## src/rtl/cve2_pwr_ctrl.sv

```systemverilog
`default_nettype none
// +----------------------------------------------------------------------------+
// | cve2_pwr_ctrl: per-hart idle detection, clock-gate enable and wake counters |
// | Revision: 1.0                                                              |
// +----------------------------------------------------------------------------+
module cve2_pwr_ctrl #(
  parameter int unsigned NumHarts       = 2,
  parameter int unsigned IdleHoldCycles = 4,
  parameter int unsigned WakeDelay      = 2
) (
  input  logic                     clk_i,
  input  logic                     rst_i,
  input  logic [NumHarts-1:0]      core_busy_i,
  input  logic [NumHarts-1:0]      irq_pending_i,
  input  logic [NumHarts-1:0]      irq_nm_i,
  input  logic [NumHarts-1:0]      debug_req_i,
  input  logic                     cnt_clr_i,
  output logic [NumHarts-1:0]      clk_en_o,
  output logic [NumHarts-1:0]      core_sleep_o,
  output logic                     all_sleep_o,
  output logic [16*NumHarts-1:0]   wake_cnt_o
);

  localparam int unsigned MaxCnt = (IdleHoldCycles > WakeDelay) ? IdleHoldCycles : WakeDelay;
  localparam int unsigned CntW   = (MaxCnt > 1) ? $clog2(MaxCnt + 1) : 1;
  localparam logic [CntW-1:0] IdleLast = CntW'(IdleHoldCycles - 1);
  localparam logic [CntW-1:0] WakeLast = CntW'(WakeDelay - 1);

  typedef enum logic [1:0] {
    RUN       = 2'd0,
    IDLE_WAIT = 2'd1,
    SLEEP     = 2'd2,
    WAKE      = 2'd3
  } pwr_state_e;

  logic [NumHarts-1:0] w_wake_src;
  assign w_wake_src = irq_pending_i | irq_nm_i | debug_req_i;

  for (genvar h = 0; h < NumHarts; h++) begin : g_hart
    pwr_state_e      r_state;
    logic [CntW-1:0] r_cnt;
    logic [15:0]     r_wake_cnt;
    logic            r_clk_en;
    logic            r_sleep;

    // Outputs are decoded from the next state so they stay registered yet aligned with r_state.
    always_ff @(posedge clk_i) begin
      if (rst_i) begin
        r_state    <= RUN;
        r_cnt      <= '0;
        r_wake_cnt <= '0;
        r_clk_en   <= 1'b1;
        r_sleep    <= 1'b0;
      end else begin
        case (r_state)
          RUN: begin
            if (!core_busy_i[h] && !w_wake_src[h]) begin
              if (IdleHoldCycles == 0) begin
                r_state  <= SLEEP;
                r_clk_en <= 1'b0;
                r_sleep  <= 1'b1;
              end else begin
                r_state <= IDLE_WAIT;
                r_cnt   <= '0;
              end
            end
          end
          IDLE_WAIT: begin
            if (core_busy_i[h] || w_wake_src[h]) begin
              r_state <= RUN;
            end else begin
              r_cnt <= r_cnt + 1'b1;
              if (r_cnt == IdleLast) begin
                r_state  <= SLEEP;
                r_clk_en <= 1'b0;
                r_sleep  <= 1'b1;
              end
            end
          end
          SLEEP: begin
            if (w_wake_src[h]) begin
              r_sleep <= 1'b0;
              if (WakeDelay == 0) begin
                r_state  <= RUN;
                r_clk_en <= 1'b1;
              end else begin
                r_state <= WAKE;
                r_cnt   <= '0;
              end
            end
          end
          WAKE: begin
            r_cnt <= r_cnt + 1'b1;
            if (r_cnt == WakeLast) begin
              r_state  <= RUN;
              r_clk_en <= 1'b1;
            end
          end
          default: begin
            r_state  <= RUN;
            r_clk_en <= 1'b1;
            r_sleep  <= 1'b0;
          end
        endcase

        // Clear takes precedence over a coincident wake; the count saturates.
        if (cnt_clr_i) begin
          r_wake_cnt <= '0;
        end else if ((r_state == SLEEP) && w_wake_src[h] && (r_wake_cnt != 16'hFFFF)) begin
          r_wake_cnt <= r_wake_cnt + 16'd1;
        end
      end
    end

    assign clk_en_o[h]          = r_clk_en;
    assign core_sleep_o[h]      = r_sleep;
    assign wake_cnt_o[16*h +: 16] = r_wake_cnt;
  end

  assign all_sleep_o = &core_sleep_o;

endmodule
`default_nettype wire

```

## config.mk

```make
export PLATFORM = sky130hd
export DESIGN_NAME = cve2_pwr_ctrl
export DESIGN_NICKNAME = d
export VERILOG_FILES = /design/src/rtl/cve2_pwr_ctrl.sv
export SDC_FILE = /design/constraint.sdc
export NUM_CORES = 1
export LEC_CHECK = 0
export ABC_AREA = 1
export CORE_MARGIN = 2
export CORE_UTILIZATION = 40
export CTS_BUF_LIST = sky130_fd_sc_hd__clkbuf_4
export DETAILED_ROUTE_END_ITERATION = 12
export PLACE_DENSITY = 0.59
export SETUP_SLACK_MARGIN = 0.4
export SLEW_MARGIN = 20
export SYNTH_ARGS = -nofsm -noshare
export SYNTH_HDL_FRONTEND = slang
export SYNTH_SLANG_ARGS = --single-unit
```

## constraint.sdc

```tcl
create_clock -name clk_i -period 1.7 [get_ports clk_i]
set_input_delay 0.17 -clock clk_i [delete_from_list [all_inputs] [get_ports clk_i]]
set_output_delay 0.17 -clock clk_i [all_outputs]
set_load 0.03 [all_outputs]
```

==> implementation parameters <==
Parameter                              Value

Route
  Count of vias placed by the detailed router ... 2,760
  Total DRC errors in the routed layout ... 0
  Wirelength per Cell ... 12.08 um
  Violation count after the first detailed-route iteration ... 66
  Antenna Violating Nets Remaining ... 0
  Drt first pass iters ... 4
  Total Routed Length ... 6.812 mm
  Via count normalized by instance count ... 4.894

Run
  Number of maximum-capacitance violations ... 0

Setup path
  Crit Path Max Fanout ... 7
  Family with the most delay on the worst path ... simple AND/OR/NAND/NOR gates
  Class of the most critical setup path ... reg2reg
  Worst setup EP type ... register
  Startpoint class of the critical path ... register
  Number of buffers and inverters on the critical path ... 2
  Critical Path, Cell by Cell ... nand2_1 -> nor2_4 -> nand3_4 -> o21ai_4 -> buf_12 -> buf_16 -> nand2_4 -> a21oi_2
  Data arrival time of the worst path ... 1.80 ns
  Longest individual stage delay on the worst path ... 0.41 ns
  Endpoint required time on the critical path ... 1.99 ns
  CP max-delay cell ... sky130_fd_sc_hd__dfxtp_4

Cells and area
  Diode count ... 0
  Share of cells above drive strength 1 ... 42.36%
  Area growth, synth to finish ... 44.30%
  Most common cell after layout, fill and taps aside ... sky130_fd_sc_hd__nand2_1
  Nets ... 502
  Number of non-filler instances in the completed layout ... 564
  Number of fill cells in the layout ... 640
  Finished Cell Area ... 3925 um^2
  Final core utilization ... 58.75%
  Highest-count cells in the layout ignoring fill and taps ... 94 x sky130_fd_sc_hd__nand2_1, 39 x sky130_fd_sc_hd__inv_1, 35 x sky130_fd_sc_hd__nor2_1

Synth
  Net Count, Synth ... 420
  Library cell with the largest summed area after synthesis ... sky130_fd_sc_hd__dfxtp_1
  Proportion of netlist area held by the largest area contributor ... 33.85%
  Distinct cell type count of the synthesized netlist ... 29
  Largest cells by area after synthesis ... sky130_fd_sc_hd__dfxtp_1 34%, sky130_fd_sc_hd__nand2_1 17%, sky130_fd_sc_hd__inv_1 5.9%
  Number of storage elements in the synthesis netlist ... 46
  Synth Cell Area ... 2720 um^2
  Cell count after synthesis ... 401
  Sequential cell area fraction in the yosys report ... 33.85%
  Number of warnings reported in the yosys synthesis log ... 0
  Average cell area after synthesis ... 6.783 um^2

Pwr
  Switching share of power ... 22.96%
  Part of the power in the clock network ... 37.4%
  Ratio of total power to cell area ... 469.7 nW/um^2
  Standby leakage power ... 1.530 nW
  P_sw ... 0.4232 mW
  Maximum vdd ir drop ... 0.3153 mV
  Comb power frac ... 5.1%
  Cell internal pwr ... 1.420 mW
  Seq pwr share ... 57.5%

Min path
  Worst hold path class ... reg2reg

Floorplanning
  Overall die width ... 86.47 um
  Total die area ... 7476 um^2
  Initial core utilization ... 40.71%
  Chip Height ... 86.47 um
  # rows ... 30
  Top-Level Pins ... 48
  Core area ... 6681 um^2

Placed design
  Number of cells in the design after placement ... 524
  Routability congestion estimate ... 0.7856
  Post-detailed-placement half-perimeter wirelength ... 4.518 mm
  Post-place instance area ... 3331 um^2
  Number of buffers added on ports ... 47
  Pre-CTS WS ... 0.07265 ns

STA
  Setup TNS ... 0 ns
  Post-route minimum period ... 1.503 ns
  Worst max-slew margin expressed relative to the limit ... 73.64%
  Pin slew with the least headroom to its limit ... 0.3924 ns
  Portion of the clock cycle consumed by the worst path in the final layout ... 88.44%
  F_max ... 0.6651 GHz
  Hold Violations, Final ... 0
  Minimum setup slack in the final design ... 0.1966 ns
  Finish-stage setup viols ... 0
  Setup clock skew after layout ... 0.01395 ns
  Unrepaired setup endpoints after global routing ... yes
  Count of final max-slew check failures ... 0

GRT
  Vias in the first global route ... 2,557
  GR Util All Layers ... 18.34%
  Wire length of the first global-routing pass ... 11.20 mm
  Maximum number of pins on one net before global-route repair ... 15
  Global route overflow ... 0
  Antenna violations before repair ... 0

CTS
  Clock latency of the later-clocked register in the worst-skew pair ... 0.36 ns
  CTS root buf ... sky130_fd_sc_hd__clkbuf_4
  Hold buffers post-CTS ... 0
  Clock tree buffer depth ... 2
  TritonCTS clock tree ... built
  Deepest level of the CTS H-tree ... 2
  TritonCTS buffer count ... 5
  Number of clock sinks ... 46
  Clk slew on worst S/H paths ... 0.13 ns

Status
  Result of the run ... completed
==> cells by family (layout without fill, tap and decap cells) <==
family	Yosys count	in the layout	synth area share, %
flip-flops	46	46	33.85
AO/OA/AOI/OAI	54	54	11.87
buffers and inverters	56	139	9.383
AND/OR/NAND/NOR	220	220	35.74
XOR/XNOR	17	17	5.474
adder cells (fa/ha/maj)	8	8	3.680
==> power by group through the flow <==
stage | registers [mW] | clock network, mW | logic, mW
floorplan | 1.10 | 0 | 0.0411
global placement | 1.10 | 0 | 0.0829
detailed placement | 1.10 | 0 | 0.0838
CTS | 1.07 | 0.712 | 0.0875
global route | 1.06 | 0.763 | 0.104
finish | 1.06 | 0.689 | 0.0945
==> Yosys cell counts (all sizes together) <==
| cell | n |
|---|---|
| nand3 | 21 |
| and2 | 3 |
| dfxtp | 46 |
| xor2 | 8 |
| clkbuf | 3 |
| nand3b | 1 |
| nor2 | 48 |
| ha | 8 |
| o21ai | 12 |
| nand4 | 7 |
| inv | 45 |
| o311ai | 1 |
| nand2 | 128 |
| xnor2 | 9 |
| a21oi | 41 |
| or2 | 2 |
| nor3 | 10 |
| buf | 8 |
==> stage by stage <==
stage,power (mW),hold slack (ns)
floorplan,1.138,0.3807
global placement,1.181,0.4496
detailed placement,1.182,0.4585
CTS,1.870,0.4772
global route,1.928,0.5035
finish,1.844,0.4734
==> routing by layer <==
metal | global-route usage, % | share of wire [%]
met4 | 5.398 | 1.4
met5 | 0 | 0
met3 | 2.762 | 3.3
met1 | 23.28 | 47
met2 | 32.10 | 48
==> layout make-up <==
class                      count  area (um^2)  share of cell area (%)
inverter                      45        183.9                   4.686
clock inverter                 2        33.78                  0.8607
sequential                    46         1003                   25.57
timing repair buffer          85        724.4                   18.46
multi-input combinational    299         1828                   46.57
timing repair inverter         1        6.256                  0.1594
tap                           80        100.1                   2.550
clock buffer                   6        45.04                   1.148
==> worst reg2reg max path, stage by stage (launching register included) <==
cell                      delay, ns
sky130_fd_sc_hd__dfxtp_4       0.41
sky130_fd_sc_hd__nand2_1       0.12
sky130_fd_sc_hd__nor2_4        0.18
sky130_fd_sc_hd__nand3_4       0.09
sky130_fd_sc_hd__o21ai_4       0.22
sky130_fd_sc_hd__buf_12        0.14
sky130_fd_sc_hd__buf_16        0.12
sky130_fd_sc_hd__nand2_4       0.05
sky130_fd_sc_hd__a21oi_2       0.11
==> sequential cells by signal (all words and copies together), names as in the netlist, named ones only <==
register / flops
g_hart.r_wake_cnt: 32
g_hart.r_cnt: 6
g_hart.r_clk_en: 2
g_hart.r_sleep: 2
g_hart.r_state: 2
==> repair_timing <==
item,in CTS,in global routing
setup endpoints to repair,76,73
cloned,1,1
pin swaps,27,17
resized for setup,168,104
buffers inserted,19,11
endpoints found under the hold margin,0,0
==> worst paths after layout <==
path	start	endpoint	slack [ns]	cells past startpoint
hold reg to reg	g_hart[1].r_cnt[2]	g_hart[1].r_cnt[2]	0.47	2
hold / removal	g_hart[1].r_cnt[2]	g_hart[1].r_cnt[2]	0.47	2
setup / recovery	g_hart[1].r_wake_cnt[4]	g_hart[1].r_wake_cnt[11]	0.20	8
setup reg to reg	g_hart[1].r_wake_cnt[4]	g_hart[1].r_wake_cnt[11]	0.20	8
(Power assumes the default switching activity.)
